$ cat config.mk
export PLATFORM = sky130hd
export DESIGN_NAME = can_rx_packer
export DESIGN_NICKNAME = d
export VERILOG_FILES = /design/src/rtl/can_pkg.sv /design/src/rtl/can_rx_pkt_fifo.sv /design/src/rtl/can_rx_packer.sv
export SDC_FILE = /design/constraint.sdc
export NUM_CORES = 1
export LEC_CHECK = 0
export CAP_MARGIN = 10
export CORE_ASPECT_RATIO = 0.7
export CORE_MARGIN = 2
export CORE_UTILIZATION = 53
export DETAILED_ROUTE_END_ITERATION = 10
export GPL_TIMING_DRIVEN = 1
export PLACE_DENSITY = 0.73
export SYNTH_ARGS = -nofsm -noshare
export SYNTH_HDL_FRONTEND = slang
export SYNTH_SLANG_ARGS = --single-unit
$ cat constraint.sdc
create_clock -name clk -period 14.7 [get_ports clk]
set_clock_uncertainty 0.1 [all_clocks]
set_input_delay 1.47 -clock clk [delete_from_list [all_inputs] [get_ports clk]]
set_output_delay 1.47 -clock clk [all_outputs]
set_load 0.01 [all_outputs]
$ cat src/rtl/can_pkg.sv
// rtl/can_pkg.sv - shared packet record type and constants for the CAN RX packer
//
// Purpose: defines the packet record carried from the byte assembler through
//          the record FIFO to the host, plus the CAN payload size limit.
// Contents:
//   can_pkt_t      packed record {ide, id[28:0], len[3:0], data[63:0]} (98 bits)
//   CAN_MAX_BYTES  maximum number of payload bytes kept per frame
package can_pkg;

   localparam logic [3:0] CAN_MAX_BYTES = 4'd8;

   typedef struct packed {
      logic        ide;
      logic [28:0] id;
      logic [3:0]  len;
      logic [63:0] data;
   } can_pkt_t;

endpackage

$ cat src/rtl/can_rx_pkt_fifo.sv
// rtl/can_rx_pkt_fifo.sv - show-ahead synchronous FIFO of CAN packet records
//
// Purpose: buffers assembled packet records; the head record is always
//          presented on head_o while the FIFO is not empty.
// Ports:
//   clk      in   clock
//   rst      in   asynchronous active-high reset
//   push_i   in   write pkt_i (honoured when not full, or when a pop occurs)
//   pkt_i    in   record to write
//   pop_i    in   remove head record (ignored while empty)
//   head_o   out  record at head of FIFO
//   full_o   out  FIFO holds DEPTH records
//   empty_o  out  FIFO holds no records
module can_rx_pkt_fifo
   import can_pkg::*;
#(
   parameter int DEPTH = 4
) (
   input  logic     clk,
   input  logic     rst,
   input  logic     push_i,
   input  can_pkt_t pkt_i,
   input  logic     pop_i,
   output can_pkt_t head_o,
   output logic     full_o,
   output logic     empty_o
);

   localparam int AW = $clog2(DEPTH);
   localparam logic [AW:0] PTR_ONE = {{AW{1'b0}}, 1'b1};

   can_pkt_t       mem_q [DEPTH];
   logic [AW:0]    wr_q, wr_d;
   logic [AW:0]    rd_q, rd_d;
   logic           do_push;
   logic           do_pop;

   // Extra pointer MSB distinguishes full from empty when the low bits match.
   assign empty_o = (wr_q == rd_q);
   assign full_o  = (wr_q[AW] != rd_q[AW]) && (wr_q[AW-1:0] == rd_q[AW-1:0]);

   assign do_pop  = pop_i && !empty_o;
   // When full, a same-cycle pop frees the head slot, which is exactly the
   // slot the write pointer addresses, so the write can proceed.
   assign do_push = push_i && (!full_o || do_pop);

   always_comb begin
      wr_d = wr_q;
      rd_d = rd_q;
      if (do_push) wr_d = wr_q + PTR_ONE;
      if (do_pop)  rd_d = rd_q + PTR_ONE;
   end

   always_ff @(posedge clk or posedge rst) begin
      if (rst) begin
         wr_q <= '0;
         rd_q <= '0;
         for (int i = 0; i < DEPTH; i++) mem_q[i] <= '0;
      end else begin
         wr_q <= wr_d;
         rd_q <= rd_d;
         if (do_push) mem_q[wr_q[AW-1:0]] <= pkt_i;
      end
   end

   assign head_o = mem_q[rd_q[AW-1:0]];

endmodule

$ cat src/rtl/can_rx_packer.sv
// rtl/can_rx_packer.sv - packs CAN RX bytes into records, buffers them, counts drops
//
// Purpose: assembles the bytes of one CAN frame into a packet record, queues
//          records in a small FIFO for the host and counts records discarded
//          because the FIFO was full.
// Ports:
//   clk, rst                 clock, asynchronous active-high reset
//   rx_valid, rx_last        byte qualifier / last byte of frame
//   rx_data[7:0]             received byte
//   rx_id[28:0], rx_ide      frame ID and IDE flag, taken on the last byte
//   pkt_valid, pkt_ready     host handshake for the head record
//   pkt_ide, pkt_id, pkt_len, pkt_data   head record fields
//   drop_pulse               one-cycle pulse after a record is discarded
//   drop_cnt[DROP_W-1:0]     saturating count of discarded records
module can_rx_packer
   import can_pkg::*;
#(
   parameter int DEPTH  = 4,
   parameter int DROP_W = 16
) (
   input  logic              clk,
   input  logic              rst,
   input  logic              rx_valid,
   input  logic              rx_last,
   input  logic [7:0]        rx_data,
   input  logic [28:0]       rx_id,
   input  logic              rx_ide,
   output logic              pkt_valid,
   input  logic              pkt_ready,
   output logic              pkt_ide,
   output logic [28:0]       pkt_id,
   output logic [3:0]        pkt_len,
   output logic [63:0]       pkt_data,
   output logic              drop_pulse,
   output logic [DROP_W-1:0] drop_cnt
);

   localparam logic [DROP_W-1:0] CNT_MAX = {DROP_W{1'b1}};
   localparam logic [DROP_W-1:0] CNT_ONE = {{(DROP_W-1){1'b0}}, 1'b1};

   logic [3:0]        count_q, count_d;
   logic [63:0]       data_q, data_d;
   logic [63:0]       merged;
   logic              push_req;
   can_pkt_t          rec;
   can_pkt_t          head;
   logic              fifo_full;
   logic              fifo_empty;
   logic              pop;
   logic              drop;
   logic              drop_pulse_q;
   logic [DROP_W-1:0] drop_cnt_q;

   // Assembler: bytes beyond the eighth are silently ignored; the last byte
   // closes the record and leaves the shift register clean for the next frame.
   always_comb begin
      merged   = data_q;
      count_d  = count_q;
      data_d   = data_q;
      push_req = 1'b0;
      rec      = '0;
      if (count_q < CAN_MAX_BYTES) merged[{count_q[2:0], 3'b000} +: 8] = rx_data;
      if (rx_valid) begin
         if (rx_last) begin
            push_req = 1'b1;
            rec.ide  = rx_ide;
            rec.id   = rx_id;
            rec.len  = (count_q < CAN_MAX_BYTES) ? count_q + 4'd1 : CAN_MAX_BYTES;
            rec.data = merged;
            count_d  = '0;
            data_d   = '0;
         end else begin
            data_d = merged;
            if (count_q < CAN_MAX_BYTES) count_d = count_q + 4'd1;
         end
      end
   end

   always_ff @(posedge clk or posedge rst) begin
      if (rst) begin
         count_q <= '0;
         data_q  <= '0;
      end else begin
         count_q <= count_d;
         data_q  <= data_d;
      end
   end

   assign pkt_valid = !fifo_empty;
   assign pop       = pkt_valid && pkt_ready;
   assign drop      = push_req && fifo_full && !pop;

   can_rx_pkt_fifo #(
      .DEPTH (DEPTH)
   ) u_fifo (
      .clk     (clk),
      .rst     (rst),
      .push_i  (push_req),
      .pkt_i   (rec),
      .pop_i   (pop),
      .head_o  (head),
      .full_o  (fifo_full),
      .empty_o (fifo_empty)
   );

   always_ff @(posedge clk or posedge rst) begin
      if (rst) begin
         drop_pulse_q <= 1'b0;
         drop_cnt_q   <= '0;
      end else begin
         drop_pulse_q <= drop;
         if (drop && (drop_cnt_q != CNT_MAX)) drop_cnt_q <= drop_cnt_q + CNT_ONE;
      end
   end

   assign pkt_ide    = head.ide;
   assign pkt_id     = head.id;
   assign pkt_len    = head.len;
   assign pkt_data   = head.data;
   assign drop_pulse = drop_pulse_q;
   assign drop_cnt   = drop_cnt_q;

endmodule

# After elaboration in Yosys (flattened, before gate mapping)
# Index checks and enable logic that the tools add are counted.
[word_totals]
regBits = 483
in_bits = 43
output_inout_bits = 116
[classes]
addsub = 5
magnitude_cmp = 4
eq_ne = 4
n_shift = 2
mux = 16
bitwise_logic = 2
reduce_logical = 14
[op_table]
columns = ["op", "count"]
rows = [
  ["$mux 98", 5],
  ["$bwmux 392", 1],
  ["$bmux 98 s2", 1],
  ["$demux 98 s2", 1],
  ["$mux 64", 2],
  ["$bwmux 64", 1],
  ["$shift 8x8->64 const A", 1],
  ["$shiftx 8x8->64", 1],
  ["$add 16x1->16 const B", 1],
  ["$ne 16x16->1 const B", 1],
  ["$mux 4", 3],
  ["$logic_and 1x1->1", 8],
  ["$neg 6->8", 1],
  ["$add 3x1->3 const B", 2],
  ["$ge 3x3->1 const B", 2],
  ["$not 2->3", 2],
  ["$add 4x1->4 const B", 1],
  ["$lt 4x4->1 const B", 1],
  ["$eq 3x3->1", 1],
  ["$logic_not 1->1", 3],
  ["$lt 3x1->1 const B", 1],
  ["$eq 2x2->1", 1],
  ["$mux 1", 2],
  ["$reduce_and 2->1", 1],
  ["3 further kinds", 3],
]

# Longest topological paths before layout
[logic_depth]
word_depth = 7
depth_mapped = 12
depth_no_buf = 8

# Modules after synthesis
# A second synthesis with hierarchy kept.
[hier_totals]
hier_cells = 1562
area_unflattened_um2 = 22303.9
[modules_own_cells]
columns = ["module", "instances", "cells_each", "area_per_inst_um2", "seq_area_each_um2"]
rows = [
  ["can_rx_pkt_fifo", 1, 983, 17286.6, 9959.6],
  ["can_rx_packer", 1, 579, 5017.3, 2127.0],
]

# Worst setup path after synthesis
# No wires, ideal clock.
[synth_timing]
path_kind = "flip-flop to output port"
from = "register u_fifo.rd_q[0]"
to = "output port pkt_data[54]"
t_arrival_ns = 1.800
path_slack_ns = 11.330
path_stages_with_launch = 5
n_path_buf = 3
cell_sequence = "dfrtp_1 -> buf_4 -> buf_1 -> clkbuf_1 -> mux4_2"
[synth_between]
elab_chain_len = 4
[synth_rtl]
columns = ["element", "line", "rtl"]
rows = [
  ["from (decl)", "can_rx_pkt_fifo.sv:34", "logic [AW:0] rd_q, rd_d;"],
  ["from (signal assigned)", "can_rx_pkt_fifo.sv:61", "rd_q <= rd_d;"],
  ["$not 2->3 (not written as such)", "can_rx_pkt_fifo.sv:66", "assign head_o = mem_q[rd_q[AW-1:0]];"],
  ["$bmux 98 s2", "can_rx_pkt_fifo.sv:66", ""],
  ["$mux 98 (not written as such) (2 in a row)", "can_rx_pkt_fifo.sv:66", ""],
  ["to (decl)", "can_rx_packer.sv:33", "output logic [63:0] pkt_data,"],
]
# No other way between the ends. The select of a mux whose other input is x is not followed.

# Final worst setup path
[layout_timing]
from = "register u_fifo.rd_q[0]"
to = "output port pkt_data[63]"
# The elaborated chain is that of the path after synthesis.

==> results.yml <==
floorplan:
  die_area_um2: 42300
  initial_core_util: 0.540
  floorplan.die.width_um: 245
  die_y_um: 173
  core_area_um2: 39900
  placementRows: 61
  ios: 159
sta:
  finalWorstSetupSlack_ns: 9.42
  tns_ns: 0
  worst_pin_slew_ns: 1.10
  hold_viol: 0
  slew_violations: 0
  rsz0062_at_grt: "false"
  fin_crit_ns: 5.28
  setup_violations: 0
  fin_crit_sh: 0.359
  relSlewSlack: 0.265
  fmax_mhz: 189
  hold_slack_ns: 0.386
yosys:
  ys.flop_type: "dfrtp_1"
  synth_compound_area_frac: 0.0358
  seq_area_frac_synth: 0.561
  ys_seq_elements: 483
  synthXorXnorAreaFrac: 0.00964
  synthArstFlopShare: 1.00
  synth_edf_count: 0
  netlist_top_cells_count: "483 x dfrtp_1, 318 x mux2_2, 98 x mux4_2, 97 x mux2_1, 54 x a22o_1"
  synth-adder-area-share: 0.00639
  synthTopCellsByArea: "dfrtp_1 56%, mux2_2 17%, mux4_2 10%"
  yosysTopAreaCell: "dfrtp_1"
  syn_inst: 1368
  muxShareOfSynthArea: 0.337
  synth.cell_area_um2: 21500
  yosys_warnings: 0
  avgSynthCellArea_um2: 15.7
  yosysUniqueCellTypes: 44
  yosysMostFrequentCell: "dfrtp_1"
  syn_nets: 1422
  synth-simple-area-share: 0.0268
  netlist.area_leader.share: 0.561
  synth_top_family_by_area: "multiplexers"
worst_setup_path:
  cp_data_required_time_ns: 13.13
  cp_cell_sequence: "buf_4 > mux4_2 > clkdlybuf4s50_1"
  critical_path_class: "reg -> out"
  reg2reg_depth: 6
  crit_slowest_cell: "dfrtp_4"
  critPathTopFamily: "buffers and inverters"
  worstPathArrival_ns: 3.71
  crit_path_end_kind: "output pin"
  reg2reg_to: "u_fifo.mem_q[280]"
  start_kind: "flop"
  slowest_delay_ns: 1.09
  critPathMaxFanout: 55
  r2r_start: "u_fifo.rd_q[1]"
  path_buf_inv: 2
  rrSetupSlack_ns: 10.35
  crit_cells: 3
run:
  maxCapViolations: 0
routing:
  wl_per_cell_um: 22.7
  drt-initial-drc-count: 680
  via_per_inst: 5.96
  via_count: 12300
  routed_wl_um: 47000
  dr.pass1.iters: 5
  ant_nets: 0
  post-route-drc-count: 0
clock_tree:
  cts_buffers: 47
  cts_tree: "built"
  cts_root_buf: "clkbuf_16"
  max-clock-path-buffers: 3
  cts_htree_levels: 2
  clkLatencyLatePin_ns: 0.55
  path_clk_slew_ns: 0.06
  post_cts_buffers: 0
  cts.sinks: 483
  cts_resized: 0
  holdBufCountCts: 0
power:
  leakagePower_nw: 11.7
  peakVddDrop_uv: 114
  powerDensity_nw_per_um2: 187
layout:
  drive_gt1_frac: 0.357
  n_fill_cell: 2885
  diodes: 0
  fin_nets: 1553
  area_growth_pct: 16.8
  fin_cells: 2071
hold_path:
  hp-start: "u_fifo.mem_q[165]"
  min_path_cells: 2
  min_to: "u_fifo.mem_q[165]"
  hp-class: "reg -> reg"
global_route:
  gr-usage-met2: 0.347
  grt_use_met3: 0.0425
  use_met1: 0.342
  grt.overflow.total: 0
  grt_pass1_wl_um: 75900
  grt_max_degree: 177
  grt_pass1_vias: 12900
  busiest_layer: "met2"
  track_usage: 0.228
  antenna_found_initial: 3
place:
  place.gp.congestion: 0.763
  portBuffers: 158
  pre_cts_ws_ns: 9.73
  hpwl_um: 28200
  place_inst: 1985
outcome:
  outcome: "complete, no violations"
==> per-layer routing <==
metal | up-vias | share of wire
li1 | 5369 | -
met1 | 6613 | 0.47
met2 | 284 | 0.46
met3 | 67 | 0.049
met4 | 0 | 0.019
met5 | - | 0
==> through the flow <==
stage          instance area (um^2)  total power [mW]   util
2_1_floorplan                 21500              2.89      -
3_3_place_gp                  23500              3.40  0.588
3_5_place_dp                  23500              3.45  0.588
4_1_cts                       25200              4.75  0.630
5_1_grt                       25200              4.94  0.630
6_report                      25200              4.70  0.630
==> registers in the layout, summed over array words and instances (netlist names) <==
signal,count
u_fifo.mem_q,392
data_q,64
drop_cnt,16
count_q,4
u_fifo.rd_q,3
u_fifo.wr_q,3
drop_pulse,1
==> power breakdown <==
group          leakage [nW]  switching, mW  internal, mW  total (mW)
sequential             6.45          0.243          1.67        1.91
clock                 0.829          0.510         0.774        1.28
combinational          4.45          0.641         0.866        1.51
==> cell usage in the layout (no fill, tap or decap), types with 4 or more instances in the layout <==
master           instances
nand3_1                  9
mux4_2                  98
or3b_4                   5
a21oi_1                  4
bufinv_16                5
xnor2_1                 12
mux2_4                  24
buf_4                   11
inv_1                    9
a22oi_1                  9
and2_1                   6
xor2_1                   8
mux2_1                  97
ha_1                    11
clkbuf_16               49
a22o_1                  54
nand2_1                 44
nor3_1                   8
mux2_2                 318
nand4_1                  4
nor2_1                  20
clkinv_2                 7
dfrtp_1                481
o21ai_0                 21
clkbuf_1                 8
clkbuf_8                15
o2bb2ai_1                8
clkdlybuf4s50_1        158
==> tightest hold or removal path, delay by kind of cell, from the launching register on <==
| family | cells | cell delay, ns |
|---|---|---|
| and+or+nand+nor | 1 | 0.04 |
| AOI/OAI and AO/OA | 1 | 0.06 |
| DFF | 1 | 0.34 |
==> kinds of logic after synthesis <==
family / count (synthesis)
AND/OR/NAND/NOR: 112
adder cells (fa/ha/maj): 11
buffers and inverters: 100
multiplexers: 539
AO/OA/AOI/OAI: 101
XOR/XNOR: 22
flip-flops: 483
==> final cells by class <==
cell class                 count  area, um^2  area share
clock buffer                  72        1460      0.0581
clock inverter                14         205     0.00816
inverter                      11        45.0     0.00179
multi-input combinational    785        8970       0.357
sequential                   483       12100       0.481
tap                          535         669      0.0266
timing repair buffer         171        1700      0.0677
==> how the worst max path moves through the flow <==
| stage | end | slack, ns | start |
|---|---|---|---|
| after global routing | pkt_id[20] | 9.18 | u_fifo.rd_q[0] |
| after global placement | u_fifo.mem_q[280] | 9.75 | rx_last |
| after CTS | pkt_data[63] | 9.30 | u_fifo.rd_q[0] |
| after floorplan | count_q[0] | 6.58 | rst |
| after detailed placement | u_fifo.mem_q[245] | 9.73 | rx_last |
| final | pkt_data[63] | 9.42 | u_fifo.rd_q[0] |
No activity file was read; power rests on OpenSTA's default activity.
